**src/rtl/rv_machine_timer_if.sv**
```systemverilog
// Peripheral-bus bundle between the core and the machine timer.
// The master drives requests; the slave returns a one-cycle ack with registered read data.
interface rv_machine_timer_if;
    logic        bus_valid;
    logic        bus_we;
    logic [4:0]  bus_addr;
    logic [31:0] bus_wdata;
    logic        bus_ack;
    logic [31:0] bus_rdata;

    modport master (
        output bus_valid, bus_we, bus_addr, bus_wdata,
        input  bus_ack, bus_rdata
    );

    modport slave (
        input  bus_valid, bus_we, bus_addr, bus_wdata,
        output bus_ack, bus_rdata
    );
endinterface

```
**src/rtl/rv_machine_timer.sv**
```systemverilog
// RISC-V machine timer: prescaled 64-bit mtime, 64-bit mtimecmp and a registered
// timer_int level (mtime >= mtimecmp) for mip.MTIP, on a simple valid/ack bus.
module rv_machine_timer #(
    parameter int unsigned PRESCALE = 16
) (
    input  logic                clk,
    input  logic                reset_n,
    rv_machine_timer_if.slave   bus,
    output logic                timer_int
);

    localparam logic [15:0] PRESC_MAX = 16'(PRESCALE - 1);

    localparam logic [2:0] W_MTIME_LO = 3'd0;
    localparam logic [2:0] W_MTIME_HI = 3'd1;
    localparam logic [2:0] W_CMP_LO   = 3'd2;
    localparam logic [2:0] W_CMP_HI   = 3'd3;
    localparam logic [2:0] W_CTRL     = 3'd4;

    logic [63:0] mtime_q, mtime_d;
    logic [63:0] mtimecmp_q, mtimecmp_d;
    logic [15:0] presc_q, presc_d;
    logic        en_q, en_d;
    logic [31:0] hi_shadow_q, hi_shadow_d;
    logic        ack_q, ack_d;
    logic [31:0] rdata_q, rdata_d;
    logic        int_q, int_d;

    logic        accept;
    logic        rd_acc;
    logic        wr_acc;
    logic        tick;
    logic [2:0]  word;
    logic        unused_addr_bits;

    assign word             = bus.bus_addr[4:2];
    assign unused_addr_bits = ^bus.bus_addr[1:0];
    assign accept           = bus.bus_valid && !ack_q;
    assign rd_acc           = accept && !bus.bus_we;
    assign wr_acc           = accept && bus.bus_we;
    assign tick             = en_q && (presc_q == PRESC_MAX);

    always_comb begin
        mtime_d     = tick ? mtime_q + 64'd1 : mtime_q;
        presc_d     = en_q ? (tick ? 16'd0 : presc_q + 16'd1) : presc_q;
        mtimecmp_d  = mtimecmp_q;
        en_d        = en_q;
        hi_shadow_d = hi_shadow_q;
        rdata_d     = 32'd0;
        ack_d       = accept;
        int_d       = (mtime_q >= mtimecmp_q);

        // A bus write to mtime overrides a coincident prescaler increment.
        if (wr_acc) begin
            case (word)
                W_MTIME_LO: begin
                    mtime_d = {mtime_q[63:32], bus.bus_wdata};
                    presc_d = 16'd0;
                end
                W_MTIME_HI: begin
                    mtime_d = {bus.bus_wdata, mtime_q[31:0]};
                    presc_d = 16'd0;
                end
                W_CMP_LO: mtimecmp_d = {mtimecmp_q[63:32], bus.bus_wdata};
                W_CMP_HI: mtimecmp_d = {bus.bus_wdata, mtimecmp_q[31:0]};
                W_CTRL:   en_d       = bus.bus_wdata[0];
                default:  ;
            endcase
        end

        // The LO read snapshots the upper half so a following HI read is coherent.
        if (rd_acc) begin
            case (word)
                W_MTIME_LO: begin
                    rdata_d     = mtime_q[31:0];
                    hi_shadow_d = mtime_q[63:32];
                end
                W_MTIME_HI: rdata_d = hi_shadow_q;
                W_CMP_LO:   rdata_d = mtimecmp_q[31:0];
                W_CMP_HI:   rdata_d = mtimecmp_q[63:32];
                W_CTRL:     rdata_d = {31'd0, en_q};
                default:    rdata_d = 32'd0;
            endcase
        end
    end

    always_ff @(posedge clk or negedge reset_n) begin
        if (!reset_n) begin
            mtime_q     <= 64'd0;
            mtimecmp_q  <= 64'hFFFF_FFFF_FFFF_FFFF;
            presc_q     <= 16'd0;
            en_q        <= 1'b1;
            hi_shadow_q <= 32'd0;
            ack_q       <= 1'b0;
            rdata_q     <= 32'd0;
            int_q       <= 1'b0;
        end else begin
            mtime_q     <= mtime_d;
            mtimecmp_q  <= mtimecmp_d;
            presc_q     <= presc_d;
            en_q        <= en_d;
            hi_shadow_q <= hi_shadow_d;
            ack_q       <= ack_d;
            rdata_q     <= rdata_d;
            int_q       <= int_d;
        end
    end

    assign bus.bus_ack   = ack_q;
    assign bus.bus_rdata = rdata_q;
    assign timer_int     = int_q;

endmodule

```
**src/flat_wrapper.sv**
```systemverilog
// flat-port wrapper written by rule: the top's interface ports become plain ports
module rv_machine_timer_flat 
#(
    parameter int unsigned PRESCALE = 16
)
  (clk, reset_n, timer_int, bus_bus_valid, bus_bus_we, bus_bus_addr, bus_bus_wdata, bus_bus_ack, bus_bus_rdata);
  rv_machine_timer_if bus_i ();
  input  logic clk;
  input  logic reset_n;
  output logic timer_int;
  input wire logic [$bits(bus_i.bus_valid)-1:0] bus_bus_valid;
  input wire logic [$bits(bus_i.bus_we)-1:0] bus_bus_we;
  input wire logic [$bits(bus_i.bus_addr)-1:0] bus_bus_addr;
  input wire logic [$bits(bus_i.bus_wdata)-1:0] bus_bus_wdata;
  output wire logic [$bits(bus_i.bus_ack)-1:0] bus_bus_ack;
  output wire logic [$bits(bus_i.bus_rdata)-1:0] bus_bus_rdata;
  assign bus_i.bus_valid = bus_bus_valid;
  assign bus_i.bus_we = bus_bus_we;
  assign bus_i.bus_addr = bus_bus_addr;
  assign bus_i.bus_wdata = bus_bus_wdata;
  assign bus_bus_ack = bus_i.bus_ack;
  assign bus_bus_rdata = bus_i.bus_rdata;
  rv_machine_timer #(.PRESCALE(PRESCALE)) u_core (.clk(clk), .reset_n(reset_n), .bus(bus_i), .timer_int(timer_int));
endmodule
```
**config.mk**
```make
export PLATFORM = sky130hd
export DESIGN_NAME = rv_machine_timer_flat
export DESIGN_NICKNAME = d
export VERILOG_FILES = /design/src/rtl/rv_machine_timer_if.sv /design/src/rtl/rv_machine_timer.sv /design/src/flat_wrapper.sv
export SDC_FILE = /design/constraint.sdc
export NUM_CORES = 1
export LEC_CHECK = 0
export BUFFER_PORTS_ARGS = -buffer_cell sky130_fd_sc_hd__buf_4
export CORE_MARGIN = 2
export CORE_UTILIZATION = 50
export DETAILED_ROUTE_END_ITERATION = 10
export GPL_TIMING_DRIVEN = 1
export PLACE_DENSITY = 0.64
export SLEW_MARGIN = 20
export SYNTH_ARGS = -nofsm -noshare
export SYNTH_HDL_FRONTEND = slang
export SYNTH_SLANG_ARGS = --single-unit
export TNS_END_PERCENT = 1
```
**constraint.sdc**
```tcl
create_clock -name clk -period 5.2 [get_ports clk]
set_input_delay 1.04 -clock clk [delete_from_list [all_inputs] [get_ports clk]]
set_output_delay 1.04 -clock clk [all_outputs]
set_load 0.05 [all_outputs]
```
# Yosys cells after proc, flatten, opt, wreduce, memory -nomap -nowiden
# Index checks and enable logic that the tools add are counted.
totals:
  input_bits: 41
  regBits: 211
  out_inout_bits: 34
  word_cells: 44
op_classes:
  n_lt_le_gt_ge: 1
  n_mux: 10
  eq_ne: 7
  bitwise_logic: 2
  n_addsub: 2
  n_reduce_logical: 12
ops:
  columns: ["operator", "n"]
  rows:
  - ["64-bit one-hot mux with 2 select lines", 2]
  - ["32-bit one-hot mux with 5 select lines", 1]
  - ["64-bit two-way mux", 2]
  - ["64-bit by 1-bit adder with 64-bit output, second input constant", 1]
  - ["64-bit greater-or-equal comparator", 1]
  - ["16-bit two-way mux", 4]
  - ["32-bit two-way mux", 1]
  - ["16-bit by 1-bit adder with 16-bit output, second input constant", 1]
  - ["16-bit by 4-bit equality test with 1-bit output, second input constant", 1]
  - ["3-bit by 2-bit equality test with 1-bit output, second input constant", 2]
  - ["3-bit AND reduction", 2]
  - ["1-bit logical AND", 4]
  - ["2-bit inequality test, second input constant", 2]
  - ["2-bit AND reduction", 2]
  - ["3-bit by 1-bit equality test with 1-bit output, second input constant", 1]
  - ["3-bit equality test, second input constant", 1]
  - ["3-bit logical NOT", 1]
  - ["1-bit logical NOT", 2]
  - ["1-bit inverter", 2]
  - ["2-bit OR reduction", 1]

# Depth between registers and ports, before layout
# Gate-level depths: netlist (run 1).
depth:
  ltp_word: 6
  ltp_mapped: 9
  depth_no_buf: 8

# Worst setup path before layout (run 1)
# No wires, ideal clock.
synth_timing:
  path_type: "input -> register"
  from: "input bus_bus_addr[3]"
  to: "register u_core.mtime_q[16]"
  cell_stages: 9
  path_slack_ns: 2.198
  arrival_time_ns: 2.869
  setup_ns: 0.134
  t_required_ns: 5.066
  path_buffers: 4
  cell_sequence: "clkbuf_1 > nor3_1 > and2_1 > clkbuf_1 > clkbuf_1 > buf_1 > a21oi_1 > o21ai_0 > o211ai_1"
synth_via:
  elab_chain_len: 3
  elab_cells_between_ends: 5
  cone_classes: "2 x eq/ne; 2 x mux; 1 x reduce/logical"
synth_lines:
  columns: ["item", "line_no", "text"]
  rows:
  - ["start, declared", "flat_wrapper.sv:13", "input wire logic [$bits(bus_i.bus_addr)-1:0] bus_bus_addr;"]
  - ["3-bit by 1-bit equality test with 1-bit output / 3-bit logical NOT (equally long branches)", "rv_machine_timer.sv:55", "case (word)"]
  - ["64-bit one-hot mux with 2 select lines", "rv_machine_timer.sv:55", null]
  - ["64-bit two-way mux", "rv_machine_timer.sv:54", "if (wr_acc) begin"]
  - ["end signal, assigned", "rv_machine_timer.sv:98", "mtime_q <= mtime_d;"]
  - ["end, declared", "rv_machine_timer.sv:20", "logic [63:0] mtime_q, mtime_d;"]
# Parallel ways exist; a longest one is shown, timed or not.
# A chain may end at the register's enable or synchronous reset.

# Worst setup path in the final report (run 1)
layout_timing:
  from: "register u_core.mtime_q[11]"
  to: "register u_core.mtime_q[63]"
layout_via:
  elab_chain_len: 4
layout_lines:
  columns: ["item", "line_no", "text"]
  rows:
  - ["64-bit by 1-bit adder with 64-bit output *", "rv_machine_timer.sv:44", "mtime_d = tick ? mtime_q + 64'd1 : mtime_q;"]
  - ["64-bit two-way mux *", "rv_machine_timer.sv:44", null]
  - ["64-bit one-hot mux with 2 select lines", "rv_machine_timer.sv:55", null]
  - ["64-bit two-way mux *", "rv_machine_timer.sv:54", null]
# Every way passes the cells marked *; elsewhere a longest branch is shown, timed or not.

==> results.md, run 1 <==
- Vias in the first global route: 9310
- Post-Place Cells: 1525
- Core Util, Final: 0.576
- Crit-path max cell delay: 0.84 ns
- Sequential-to-total area share from yosys stat: 0.465
- Worst hold path class: reg -> reg
- Design area: 13000 um^2
- Critical Path, Cell by Cell: nand3_1, nor4_1, nand4_1, or4_1, or4_1, nand3_1
- Met1 Resource Use GR: 0.399
- Hold depth: 1
- Max-slew headroom: 0.348
- Final-stage net count: 1373
- Status: finished clean
- Mapped Area: 11500 um^2
- Final HPWL DP: 20.9 mm
- Commonest non-fill, non-tap cell in the layout: nand2_1
- Asr flop ratio synth: 1.00
- Post-synth EDFFs: 0
- Crit-path max FO: 12
- Max-cap violations: 0
- Crit path DAT: 3.95 ns
- Worst skew pair latency: 0.52 ns
- Slowest-stage cell, CP: or4_1
- Gpl congestion: 0.872
- Synth area leaders: dfrtp_1, dfstp_2, ha_1
- Max Clock Skew: 0.0106 ns
- Post-synth top area share: 0.317
- Global-route wire length before repair: 51.7 mm
- Post-Syn Instances: 1227
- Max-slew violation count: 0
- Ports: 75
- Unrepaired setup endpoints after global routing: false
- Fmax: 286 MHz
- Clock-pin slew on the worst setup and hold paths: 0.06 ns
- GRT busiest layer: met2
- CP endpoint kind: flip-flop
- Synth area leader: dfrtp_1
- Final period utilization: 0.673
- Worst r2r src: u_core.mtime_q[11]$_DFFE_PN0P_
- DRC viols: 0
- Met3 Usage GRT: 0.0292
- CTS tree: yes
- Synthesized area per cell: 9.40 um^2
- Row count: 55
- Max clock buf depth: 3
- Startpoint types: flip-flop
- Initial antenna violation count: 0
- Setup violations, final: 0
- GR Util All Layers: 0.269
- Diode count: 0
- Post-CTS Resized: 0
- Num CTS Buffers: 24
- Lkg Pwr: 0.00555 uW
- Post-synthesis cell type count: 63
- Post-route setup TNS: 0 ns
- Share of cells above drive strength 1: 0.183
- # H-tree levels: 1
- Yosys Warn Count: 0
- Count of final hold-check violations: 0
- Post-DP Area: 12300 um^2
- # Post-CTS Setup Buffers: 0
- DR vias/cell: 6.11
- Die height: 156 um
- DIE WIDTH: 156 um
- Req. time, crit path: 5.65 ns
- Cell depth of the worst flop-to-flop path: 6
- DRT antenna net count: 0
- Synth Register Bits: 211
- Min-delay src: u_core.bus.bus_ack$_DFF_PN0_
- CTS root buffer: clkbuf_16
- Synth Flop Type: dfrtp_1
- Largest net degree at the start of global routing: 115
- Area grow syn2layout: 13.1%
- Die ar.: 24300 um^2
- Slew @ Worst Pin: 0.971 ns
- Global route overflow: 0
- Most frequent cells in the layout: nand2_1, dfrtp_1, o21ai_0
- DRT iter0 DRCs: 781
- Non-Filler Instances: 1568
- Core ar.: 22600 um^2
- Maximum VDD drop: 273 uV
- Setup crit start: u_core.mtime_q[11]$_DFFE_PN0P_
- Hold Buf Count CTS: 0
- Syn Nets: 1334
- Routed WL: 31.9 mm
- Effective utilization at floorplan: 0.510
- Crit Path Category: reg -> reg
- Pwr/cell area: 409 nW/um^2
- Global Route met2 Usage: 0.425
- Port bufs: 72
- Crit path time final: 3.50 ns
- DR pass1 iterations: 5
- Clk sinks: 211
- DR WL/cell: 20.4 um
- Routed vias: 9575
==> sequential cells by signal (all words and copies together), names as in the netlist <==
name                  count
u_core.bus.bus_ack        1
u_core.timer_int          1
u_core.hi_shadow_q       32
u_core.bus.bus_rdata     32
u_core.mtime_q           64
u_core.mtimecmp_q        64
u_core.en_q               1
u_core.presc_q           16
==> where the power goes <==
| group | leakage, uW | switching [uW] | internal [uW] |
|---|---|---|---|
| registers | 0.00253 | 373 | 2100 |
| logic | 0.00267 | 699 | 547 |
| clock network | 0.000353 | 670 | 943 |
==> worst paths after layout <==
path                                                 endpoint  slack, ns
setup / recovery               u_core.mtime_q[63]$_DFFE_PN0P_       1.70
hold / removal                   u_core.bus.bus_ack$_DFF_PN0_       0.46
setup reg to reg               u_core.mtime_q[63]$_DFFE_PN0P_       1.70
hold reg to reg                  u_core.bus.bus_ack$_DFF_PN0_       0.46
max in group asynchronous   u_core.mtimecmp_q[12]$_DFFE_PN1P_       3.50
min in group asynchronous  u_core.bus.bus_rdata[23]$_DFF_PN0_       0.61
==> cells in the mapped netlist, drive strengths merged (3+ instances only) <==
library cell	instances
ha	66
and4	13
nor2b	3
nor4	18
a211oi	4
mux2	32
or4	8
a21oi	77
a221oi	3
dfrtp	146
nand3	44
xor2	23
o32ai	4
and2	12
buf	10
nor3	20
a211o	3
a311oi	5
or3	6
nand2	149
nor3b	3
a221o	5
clkbuf	64
nor2	52
o21ai	114
a31oi	6
dfstp	65
and3	17
o31a	3
o311ai	7
inv	72
a21o	9
nand4	33
xnor2	13
o22ai	9
a22oi	73
o211ai	8
nand2b	4
==> per-stage QoR <==
step | power, uW | hold WS, ns | worst slack [ns]
2_1_floorplan | 3270 | 0.450 | 2.20
3_3_place_gp | 3670 | 0.454 | 1.68
3_5_place_dp | 3710 | 0.458 | 1.57
4_1_cts | 5340 | 0.468 | 1.53
5_1_grt | 5660 | 0.489 | 1.42
6_report | 5330 | 0.457 | 1.70
==> layer usage <==
layer  part of all wire  up-vias  wire length (um)
met5                  0        -                 0
met4              0.023        0               748
met3              0.048       53              1550
met2               0.45      261             14300
met1               0.48     4725             15300
li1                   -     4536                 -
==> worst max-delay path, delay by kind of cell, from the launching register on <==
kind	cells	cell delay (ns)
flops	1	0.48
simple gates	6	2.96
==> cell type report <==
type	count	area, um^2
multi-input combinational	870	5670
fill	2059	9590
timing repair buffer	87	661
inverter	72	270
clock buffer	43	733
sequential	211	5360
tap	285	357
==> cell families (layout without fill, tap and decap cells) <==
family                   after synthesis  after routing  share of synthesized area
AND/OR/NAND/NOR                      391            391                      0.170
AO/OA/AOI/OAI                        345            345                      0.187
flip-flops                           211            211                      0.465
buffers and inverters                146            202                     0.0485
adder cells (fa/ha/maj)               66             66                     0.0716
XOR/XNOR                              36             36                     0.0273
multiplexers                          32             32                     0.0312
(Power assumes the default switching activity.)
==> inputs of run 2 (changes only) <==
PLACE_DENSITY = 0.66   (was 0.64)
clock period = 2.94 ns   (was 5.2 ns; I/O delays follow)
==> run 2 against run 1 <==
  * Clock power grew 94%
  * Sequential power rose by 74%
  * Final cell count increased by 2.8%
  * Power up 85%
  * Critical path type unchanged
  * Wire length grew 0.55%
  * Non-clock buffer count up 43
  * First-iteration DRC count shrank 14%
  * Register-to-register slack worse by 1.5 ns
  * Via count up 2.5%
  * Utilization increased by 2.1 points
==> results.md, run 2 (synthesized netlist as in run 1, its figures left out) <==
- Status: finished clean (unchanged)
- Final worst slack: 0.232 ns (was 1.70 ns)
- Maximum VDD drop: 443 uV (was 273 uV)
- Regs by FF count: u_core.mtime_q: 64 flops, u_core.mtimecmp_q: 64 flops (unchanged)
- Num CTS Buffers: 24 (unchanged)
- Global-route wire length before repair: 52.4 mm (was 51.7 mm)
- Routed vias: 9812 (was 9575)
- Crit path time final: 2.71 ns (was 3.50 ns)
- Worst hold path class: in -> async (was reg -> reg)
- Slowest-stage cell, CP: or4_1 (unchanged)
- Non-Filler Instances: 1612 (was 1568)
- Final HPWL DP: 22.6 mm (was 20.9 mm)
- Setup crit start: u_core.presc_q[11]$_DFF_PN0_ (was u_core.mtime_q[11]$_DFFE_PN0P_)
- DRT antenna net count: 0 (unchanged)
- Logic pwr share: 0.246 (was 0.234)
- Core ar.: 22600 um^2 (unchanged)
- Commonest non-fill, non-tap cell in the layout: nand2_1 (unchanged)
- Largest net degree at the start of global routing: 74 (was 115)
- Dpl ws: 0.228 ns (was 1.57 ns)
- Cell family with most CP delay: simple AND/OR/NAND/NOR gates (unchanged)
- Global route overflow: 0 (unchanged)
- Post-route setup TNS: 0 ns (unchanged)
- Area grow syn2layout: 17.3% (was 13.1%)
- DR pass1 iterations: 5 (unchanged)
- DR WL/cell: 19.9 um (was 20.4 um)
- Max-slew headroom: 0.580 (was 0.348)
- Unrepaired setup endpoints after global routing: false (unchanged)
- # Post-CTS Setup Buffers: 0 (unchanged)
- Stages on the worst setup path: 7 (was 6)
- Diode count: 0 (unchanged)
- Hold Buf Count CTS: 0 (unchanged)
- Clock-pin slew on the worst setup and hold paths: 0.06 ns (about the same)
- DRC viols: 0 (unchanged)
- Sw Share: 0.320 (was 0.327)
- Most frequent cells in the layout: nand2_1, dfrtp_1, buf_4 (was nand2_1, dfrtp_1, o21ai_0)
- Initial antenna violation count: 0 (unchanged)
- Crit Path Category: reg -> reg (unchanged)
- Setup violations, final: 0 (unchanged)
- Final-stage net count: 1416 (was 1373)
- DIE WIDTH: 156 um (unchanged)
- WP buf/inv: 1 (was 0)
- Crit-path max cell delay: 0.49 ns (was 0.84 ns)
- Effective utilization at floorplan: 0.510 (unchanged)
- Total chip power: 9850 uW (was 5330 uW)
- Fmax: 369 MHz (was 286 MHz)
- Crit-path max FO: 5 (was 12)
- DR vias/cell: 6.09 (was 6.11)
- Seq pwr share: 0.435 (was 0.464)
- Row count: 55 (unchanged)
- Pwr/cell area: 728 nW/um^2 (was 409 nW/um^2)
- Die height: 156 um (unchanged)
- Share of cells above drive strength 1: 0.214 (was 0.183)
- Clk sinks: 211 (unchanged)
- GR Util All Layers: 0.269 (about the same)
- Port bufs: 72 (unchanged)
- Filler Cell Count: 1964 (was 2059)
- CP endpoint kind: flip-flop (unchanged)
- Max clock buf depth: 3 (unchanged)
- Critical Path, Cell by Cell: nor4_1, nand3_1, or3_1, or4_1, buf_4, o211ai_1, o311ai_0 (was nand3_1, nor4_1, nand4_1, or4_1, or4_1, nand3_1)
- Die ar.: 24300 um^2 (unchanged)
- Slew @ Worst Pin: 0.624 ns (was 0.971 ns)
- Crit path DAT: 3.08 ns (was 3.95 ns)
- Lkg Pwr: 0.00584 uW (was 0.00555 uW)
- Worst r2r src: u_core.presc_q[11]$_DFF_PN0_ (was u_core.mtime_q[11]$_DFFE_PN0P_)
- Startpoint types: flip-flop (unchanged)
- Internal cell power: 6700 uW (was 3590 uW)
- Worst skew pair latency: 0.53 ns (was 0.52 ns)
- Max-slew violation count: 0 (unchanged)
- Area of the multi-input gates: 5650 um^2 (was 5670 um^2)
- Max-cap violations: 0 (unchanged)
- Post-Place Cells: 1568 (was 1525)
- Routed WL: 32.1 mm (was 31.9 mm)
- Vias in the first global route: 9592 (was 9310)
- Clock network power share: 0.318 (was 0.303)
- Max Clock Skew: 0.0178 ns (was 0.0106 ns)
- Cell depth of the worst flop-to-flop path: 7 (was 6)
- DRT iter0 DRCs: 669 (was 781)
- Count of final hold-check violations: 0 (unchanged)
- Final period utilization: 0.921 (was 0.673)
- Ports: 75 (unchanged)
- CTS tree: yes (unchanged)
- # H-tree levels: 1 (unchanged)
- FF-to-FF setup slack: 0.23 ns (was 1.70 ns)
- Final Hold Slack: 0.0260 ns (was 0.457 ns)
- Gpl congestion: 0.889 (was 0.872)
- Net Sw Power: 3150 uW (was 1740 uW)
- CTS root buffer: clkbuf_16 (unchanged)
- Sequential cell area: 5360 um^2 (unchanged)
- Req. time, crit path: 3.31 ns (was 5.65 ns)
## run 2: path summary, 6_finish.rpt
kind	to
max	u_core.mtime_q[55]$_DFFE_PN0P_
min	u_core.bus.bus_rdata[22]$_DFF_PN0_
max reg2reg	u_core.mtime_q[55]$_DFFE_PN0P_
min reg2reg	u_core.bus.bus_ack$_DFF_PN0_
max in group asynchronous	u_core.mtimecmp_q[13]$_DFFE_PN1P_
min in group clk	u_core.mtime_q[2]$_DFFE_PN0P_
## run 2: worst register-to-register path, delay by kind of cell, from the launching register on
family / cells / cell delay (ns)
AO/OA/AOI/OAI: 2 / 0.32
flip-flops: 1 / 0.42
AND/OR/NAND/NOR: 4 / 1.64
buffers and inverters: 1 / 0.19
## run 2: layout make-up
type / count / share of cell area
multi-input cells: 870 / 0.417
clock buffers: 36 / 0.0523
repair buffers: 130 / 0.0792
clock inverters: 8 / 0.00851
flip-flops and latches: 211 / 0.396
inverters: 72 / 0.0200
well taps: 285 / 0.0264
## run 2: power groups by stage
stage / Clock (uW) / Combinational (uW) / Sequential, uW
final: 3130 / 2430 / 4290
after global routing: 3280 / 2770 / 4380
after CTS: 3170 / 2410 / 4270
after detailed placement: 0 / 2390 / 4310
after global placement: 0 / 2320 / 4280
after floorplan: 0 / 1550 / 4240
## run 2: metal layers
layer | GRT usage | part of all wire | wire length, um | vias up
met5 | 0 | 0 | 0 | -
met2 | 0.427 | 0.46 | 14700 | 319
met4 | 0.0712 | 0.023 | 735 | 0
met3 | 0.0372 | 0.056 | 1800 | 60
met1 | 0.391 | 0.46 | 14900 | 4801
li1 | - | - | - | 4632
## run 2: what timing repair did
item / in CTS / in global routing
setup endpoints to repair: 0 / 1
endpoints found under the hold margin: 0 / 0
resized for setup: 0 / 1
## run 2: per-stage QoR
| stage | utilization | cell area [um^2] |
|---|---|---|
| 2_1_floorplan | - | 11500 |
| 3_5_place_dp | 0.561 | 12700 |
| 3_3_place_gp | 0.561 | 12700 |
| 4_1_cts | 0.597 | 13500 |
| 6_report | 0.598 | 13500 |
| 5_1_grt | 0.598 | 13500 |
